## config.mk

```make
export PLATFORM = sky130hd
export DESIGN_NAME = count_event_logger
export DESIGN_NICKNAME = d
export VERILOG_FILES = /design/src/rtl/count_event_pkg.sv /design/src/rtl/count_event_fifo.sv /design/src/rtl/count_event_logger.sv
export SDC_FILE = /design/constraint.sdc
export NUM_CORES = 1
export LEC_CHECK = 0
export ABC_AREA = 1
export CAP_MARGIN = 20
export CORE_MARGIN = 10
export CORE_UTILIZATION = 60
export CTS_CLUSTER_SIZE = 24
export DETAILED_ROUTE_END_ITERATION = 10
export GPL_TIMING_DRIVEN = 0
export PLACE_DENSITY_LB_ADDON = 0.25
export SYNTH_ARGS = -nofsm -noshare
export SYNTH_HDL_FRONTEND = slang
export SYNTH_HIERARCHICAL = 1
export SYNTH_SLANG_ARGS = --single-unit
```

## constraint.sdc

```tcl
create_clock -name clock -period 11.6 [get_ports clock]
set_input_delay 3.48 -clock clock [delete_from_list [all_inputs] [get_ports clock]]
set_output_delay 3.48 -clock clock [all_outputs]
set_load 0.01 [all_outputs]
```

## src/rtl/count_event_pkg.sv

```systemverilog
// count_event_pkg
//   Shared definitions for the counter event logger: flag bit positions,
//   field widths, the event record layout, saturation limits and
//   saturating-increment helpers.
package count_event_pkg;

    localparam int unsigned FLAG_CARRY  = 0;
    localparam int unsigned FLAG_BORROW = 1;
    localparam int unsigned FLAG_PERR   = 2;

    localparam int unsigned FLAG_W   = 3;
    localparam int unsigned COUNT_W  = 9;
    localparam int unsigned TS_W_DEF = 16;

    localparam logic [15:0] TOTAL_SAT = '1;
    localparam logic [7:0]  DROP_SAT  = '1;

    // Record layout at the default timestamp width; the top level packs the
    // same field order into a flat vector so TS_W can be overridden.
    typedef struct packed {
        logic [FLAG_W-1:0]   flags;
        logic [COUNT_W-1:0]  count;
        logic [TS_W_DEF-1:0] time_stamp;
    } count_event_t;

    function automatic logic [15:0] sat_inc16(input logic [15:0] v);
        return (v == TOTAL_SAT) ? v : v + 16'd1;
    endfunction

    function automatic logic [7:0] sat_inc8(input logic [7:0] v);
        return (v == DROP_SAT) ? v : v + 8'd1;
    endfunction

endpackage

```

## src/rtl/count_event_fifo.sv

```systemverilog
// count_event_fifo
//   Generic synchronous FIFO, registered level, no write-to-read bypass.
//   Ports:
//     clock, reset      - rising-edge clock, synchronous active-high reset
//     push, din         - write request and data
//     push_accepted     - write request taken this cycle
//     pop               - read request (ignored when empty)
//     dout              - head entry, zero when empty
//     full, empty       - occupancy flags
//     level             - occupancy 0..DEPTH
module count_event_fifo #(
    parameter int unsigned WIDTH = 28,
    parameter int unsigned DEPTH = 8
) (
    input  logic                     clock,
    input  logic                     reset,
    input  logic                     push,
    input  logic [WIDTH-1:0]         din,
    output logic                     push_accepted,
    input  logic                     pop,
    output logic [WIDTH-1:0]         dout,
    output logic                     full,
    output logic                     empty,
    output logic [$clog2(DEPTH):0]   level
);
    localparam int unsigned PTR_W = $clog2(DEPTH);
    localparam int unsigned LVL_W = PTR_W + 1;

    logic [WIDTH-1:0] mem_q [DEPTH];
    logic [WIDTH-1:0] mem_d [DEPTH];
    logic [PTR_W-1:0] wr_ptr_q, wr_ptr_d;
    logic [PTR_W-1:0] rd_ptr_q, rd_ptr_d;
    logic [LVL_W-1:0] level_q, level_d;
    logic             pop_ok;
    logic             push_ok;

    always_comb begin
        full    = (level_q == LVL_W'(DEPTH));
        empty   = (level_q == '0);
        pop_ok  = pop && !empty;
        // A full FIFO still takes a write when the head leaves the same cycle.
        push_ok = push && (!full || pop_ok);
        push_accepted = push_ok;

        mem_d    = mem_q;
        wr_ptr_d = wr_ptr_q;
        rd_ptr_d = rd_ptr_q;
        level_d  = level_q;

        if (push_ok) begin
            mem_d[wr_ptr_q] = din;
            wr_ptr_d        = wr_ptr_q + 1'b1;
        end
        if (pop_ok) begin
            rd_ptr_d = rd_ptr_q + 1'b1;
        end
        case ({push_ok, pop_ok})
            2'b10:   level_d = level_q + 1'b1;
            2'b01:   level_d = level_q - 1'b1;
            default: level_d = level_q;
        endcase

        // Storage is not reset, so mask the head while empty.
        dout  = empty ? '0 : mem_q[rd_ptr_q];
        level = level_q;
    end

    always_ff @(posedge clock) begin
        mem_q <= mem_d;
    end

    always_ff @(posedge clock) begin
        if (reset) begin
            wr_ptr_q <= '0;
            rd_ptr_q <= '0;
            level_q  <= '0;
        end else begin
            wr_ptr_q <= wr_ptr_d;
            rd_ptr_q <= rd_ptr_d;
            level_q  <= level_d;
        end
    end

endmodule

```

## src/rtl/count_event_logger.sv

```systemverilog
// count_event_logger
//   Monitors a 9-bit up/down counter, checks parity, and queues carry /
//   borrow / parity-error events as timestamped records for a valid/ready
//   consumer. Keeps saturating totals and sticky error flags.
//   Ports:
//     clock, reset                 - clock, synchronous active-high reset
//     mon_en                       - enables event detection
//     clear                        - zeroes totals and sticky flags
//     count_in, carry_in,
//     borrow_in, parity_in         - counter outputs being monitored
//     evt_valid, evt_ready         - record handshake
//     evt_flags, evt_count,
//     evt_time                     - head record {perr,borrow,carry}, count, time
//     carry_total, borrow_total,
//     drop_total                   - saturating event totals
//     parity_err_sticky,
//     overflow_sticky              - sticky error flags
//     fifo_level                   - records queued
module count_event_logger
    import count_event_pkg::*;
#(
    parameter int unsigned DEPTH = 8,
    parameter int unsigned TS_W  = 16
) (
    input  logic                   clock,
    input  logic                   reset,
    input  logic                   mon_en,
    input  logic                   clear,
    input  logic [8:0]             count_in,
    input  logic                   carry_in,
    input  logic                   borrow_in,
    input  logic                   parity_in,
    output logic                   evt_valid,
    input  logic                   evt_ready,
    output logic [2:0]             evt_flags,
    output logic [8:0]             evt_count,
    output logic [TS_W-1:0]        evt_time,
    output logic [15:0]            carry_total,
    output logic [15:0]            borrow_total,
    output logic [7:0]             drop_total,
    output logic                   parity_err_sticky,
    output logic                   overflow_sticky,
    output logic [$clog2(DEPTH):0] fifo_level
);
    localparam int unsigned REC_W = FLAG_W + COUNT_W + TS_W;

    logic [TS_W-1:0]   ts_q, ts_d;
    logic [15:0]       carry_total_q, carry_total_d;
    logic [15:0]       borrow_total_q, borrow_total_d;
    logic [7:0]        drop_total_q, drop_total_d;
    logic              perr_sticky_q, perr_sticky_d;
    logic              ovf_sticky_q, ovf_sticky_d;

    logic              perr;
    logic [FLAG_W-1:0] flags;
    logic              push;
    logic              push_accepted;
    logic              pop;
    logic              drop;
    logic              fifo_empty;
    logic              fifo_full;
    logic [REC_W-1:0]  rec_in;
    logic [REC_W-1:0]  rec_out;

    always_comb begin
        perr  = ((^count_in) != parity_in);
        flags = '0;
        if (mon_en) begin
            flags[FLAG_CARRY]  = carry_in;
            flags[FLAG_BORROW] = borrow_in;
            flags[FLAG_PERR]   = perr;
        end
        push   = (flags != '0);
        rec_in = {flags, count_in, ts_q};
        pop    = !fifo_empty && evt_ready;
        drop   = push && !push_accepted;

        ts_d = ts_q + 1'b1;

        carry_total_d  = carry_total_q;
        borrow_total_d = borrow_total_q;
        drop_total_d   = drop_total_q;
        perr_sticky_d  = perr_sticky_q;
        ovf_sticky_d   = ovf_sticky_q;

        // clear overrides any coincident increment or set; the record itself
        // still goes to the FIFO.
        if (clear) begin
            carry_total_d  = '0;
            borrow_total_d = '0;
            drop_total_d   = '0;
            perr_sticky_d  = 1'b0;
            ovf_sticky_d   = 1'b0;
        end else begin
            if (flags[FLAG_CARRY])  carry_total_d  = sat_inc16(carry_total_q);
            if (flags[FLAG_BORROW]) borrow_total_d = sat_inc16(borrow_total_q);
            if (flags[FLAG_PERR])   perr_sticky_d  = 1'b1;
            if (drop) begin
                drop_total_d = sat_inc8(drop_total_q);
                ovf_sticky_d = 1'b1;
            end
        end
    end

    always_ff @(posedge clock) begin
        if (reset) begin
            ts_q           <= '0;
            carry_total_q  <= '0;
            borrow_total_q <= '0;
            drop_total_q   <= '0;
            perr_sticky_q  <= 1'b0;
            ovf_sticky_q   <= 1'b0;
        end else begin
            ts_q           <= ts_d;
            carry_total_q  <= carry_total_d;
            borrow_total_q <= borrow_total_d;
            drop_total_q   <= drop_total_d;
            perr_sticky_q  <= perr_sticky_d;
            ovf_sticky_q   <= ovf_sticky_d;
        end
    end

    count_event_fifo #(
        .WIDTH (REC_W),
        .DEPTH (DEPTH)
    ) u_fifo (
        .clock         (clock),
        .reset         (reset),
        .push          (push),
        .din           (rec_in),
        .push_accepted (push_accepted),
        .pop           (pop),
        .dout          (rec_out),
        .full          (fifo_full),
        .empty         (fifo_empty),
        .level         (fifo_level)
    );

    always_comb begin
        evt_valid = !fifo_empty;
        {evt_flags, evt_count, evt_time} = rec_out;
        carry_total       = carry_total_q;
        borrow_total      = borrow_total_q;
        drop_total        = drop_total_q;
        parity_err_sticky = perr_sticky_q;
        overflow_sticky   = ovf_sticky_q;
    end

endmodule

```

==> reports/metrics.csv <==
metric,value,unit
drive_gt1_share,10.44,%
critical_path_required,11.75,ns
final_net_count,1326,
die_area,0.02692,mm^2
clk_pin_slew,0.06,ns
syn_nets,1201,
row_count,52,
max-cap-violations,0,
cp_slowest_stage_delay,0.87,ns
p_leak,0.005157,uW
vias,9255,
crit_arrival,6.50,ns
wl,31000,um
synthCells,1175,
syn_avg_cell_area,10.60,um^2
grt_pass1_wl,48370,um
cp-start-kind,input port,
critical_path_buf_inv_count,2,
core,0.02030,mm^2
syn_area,0.01245,mm^2
die_y,164.1,um
slew_viol_final,0,
path_max_fanout,28,
dr.first_iter.drc_count,785,
power.density,209.9,mW/mm^2
worstSetupEndpointType,register,
area_growth,18.39,%
min_period_over_period,54.76,%
yosysWarnings,6,
post_cts_buffers,0,
totalPowerFinal,3094,uW
die_w,164.1,um
tritoncts,yes,
final-setup-viol-count,0,
period_minus_slack,6.353,ns
io_buffer_count,91,
vias_per_cell,5.813,
crit_chain,clkdlybuf4s50_1 -> nand2_1 -> nand2_2 -> nand2_1 -> nand3_2 -> nand2_2 -> nand3_1 -> nand3_2 -> nand2_4 -> nand2_2 -> inv_1 -> nand2_1 -> nor2_4,
rsz0062_at_grt,false,
gr-usage-all-layers,22.62,%
place.gp.congestion,0.8951,
final_common_cell,nor2_1,
min_path_type,reg -> reg,
dp_hpwl,20040,um
critical-path-top-delay-family,simple AND/OR/NAND/NOR gates,
max-slew-margin-rel,29.40,%
cts_max_path_buffers,3,
grt_max_degree,29,
drc_errors,0,
grt_pass1_vias,9203,
slowest_stage,nor2_4,
setup_tns,0,ns
cts.sinks,292,
numCtsBuffers,28,
final_cell_mix,"nor2_1, edfxtp_1, nand2_1",
antenna_left,0,
cts_resized,0,
skew,0.008597,ns
cts-root-buf,clkbuf_16,
wl_per_cell,19.47,um
maxClockFrequency,157.4,MHz
crit_type,in -> reg,
worstMarginPinSlew,1.057,ns
htreeDepth,1,
num_antenna_cells,0,
antenna_found_initial,0,
dr.pass1.iters,5,
hold_viol,0,
status,"complete, no violations",
hold_slack,0.4850,ns
num_io_pins,92,
insertion_delay,0.53,ns
max-vdd-ir-drop,0.1481,mV
start_util,61.34,%
overflow,0,
ctsHoldBuffers,0,
## metal layers
metal | track usage (%) | part of all wire (%)
met5 | 0 | 0
met1 | 28.05 | 39
met2 | 38.32 | 48
met4 | 7.271 | 2.1
met3 | 5.357 | 10
## worst register-to-register path, cell delays in order, from the launching register on
cell     delay (ns)
dfxtp_1        0.42
nor2_1         0.10
nand3_1        0.18
buf_2          0.31
buf_2          0.33
inv_1          0.10
nor2_1         0.23
inv_1          0.08
nand4_1        0.11
nand2_2        0.12
inv_1          0.12
nand2_1        0.24
nor2_4         0.88
## stage by stage
step,utilization [%],instances,area [um^2],setup slack (ns)
3_3_place_gp,67.49,1536,13700,3.457
3_5_place_dp,68.33,1540,13870,4.772
5_1_grt,72.62,1592,14740,5.037
2_1_floorplan,-,1175,12450,5.421
6_report,72.62,1592,14740,5.247
4_1_cts,72.62,1592,14740,5.283
## flip-flops by register name, summed over array words and instances (netlist names)
name and cells:
ts_q 16, parity_err_sticky 1, drop_total 8, u_fifo/level 4, u_fifo/rd_ptr_q 3, borrow_total 16
carry_total 16, u_fifo/wr_ptr_q 3, u_fifo/mem_q 224, overflow_sticky 1
## power breakdown
| part | internal [uW] | switching, uW |
|---|---|---|
| sequential | 1210 | 30.6 |
| combinational | 379 | 615 |
| clock | 494 | 369 |
## cell type report
cell class	count	area (um^2)
inverters	74	277.8
clock inverters	10	76.32
flip-flops and latches	292	8088
well taps	270	337.8
multi-input cells	758	3857
clock buffers	42	794.5
fillers	1385	5558
plain buffers	51	289.0
repair buffers	95	1021
## worst paths after layout
kind	startpoint	endpoint	slack, ns	cells after the start
max	count_in[1]	u_fifo/mem_q[26]$_DFFE_PP_	5.25	13
max reg2reg	u_fifo/level[0]$_SDFFE_PP0P_	u_fifo/mem_q[26]$_DFFE_PP_	7.98	12
min reg2reg	overflow_sticky$_SDFFE_PP0P_	overflow_sticky$_SDFFE_PP0P_	0.49	2
min	overflow_sticky$_SDFFE_PP0P_	overflow_sticky$_SDFFE_PP0P_	0.49	2
(Power assumes the default switching activity.)
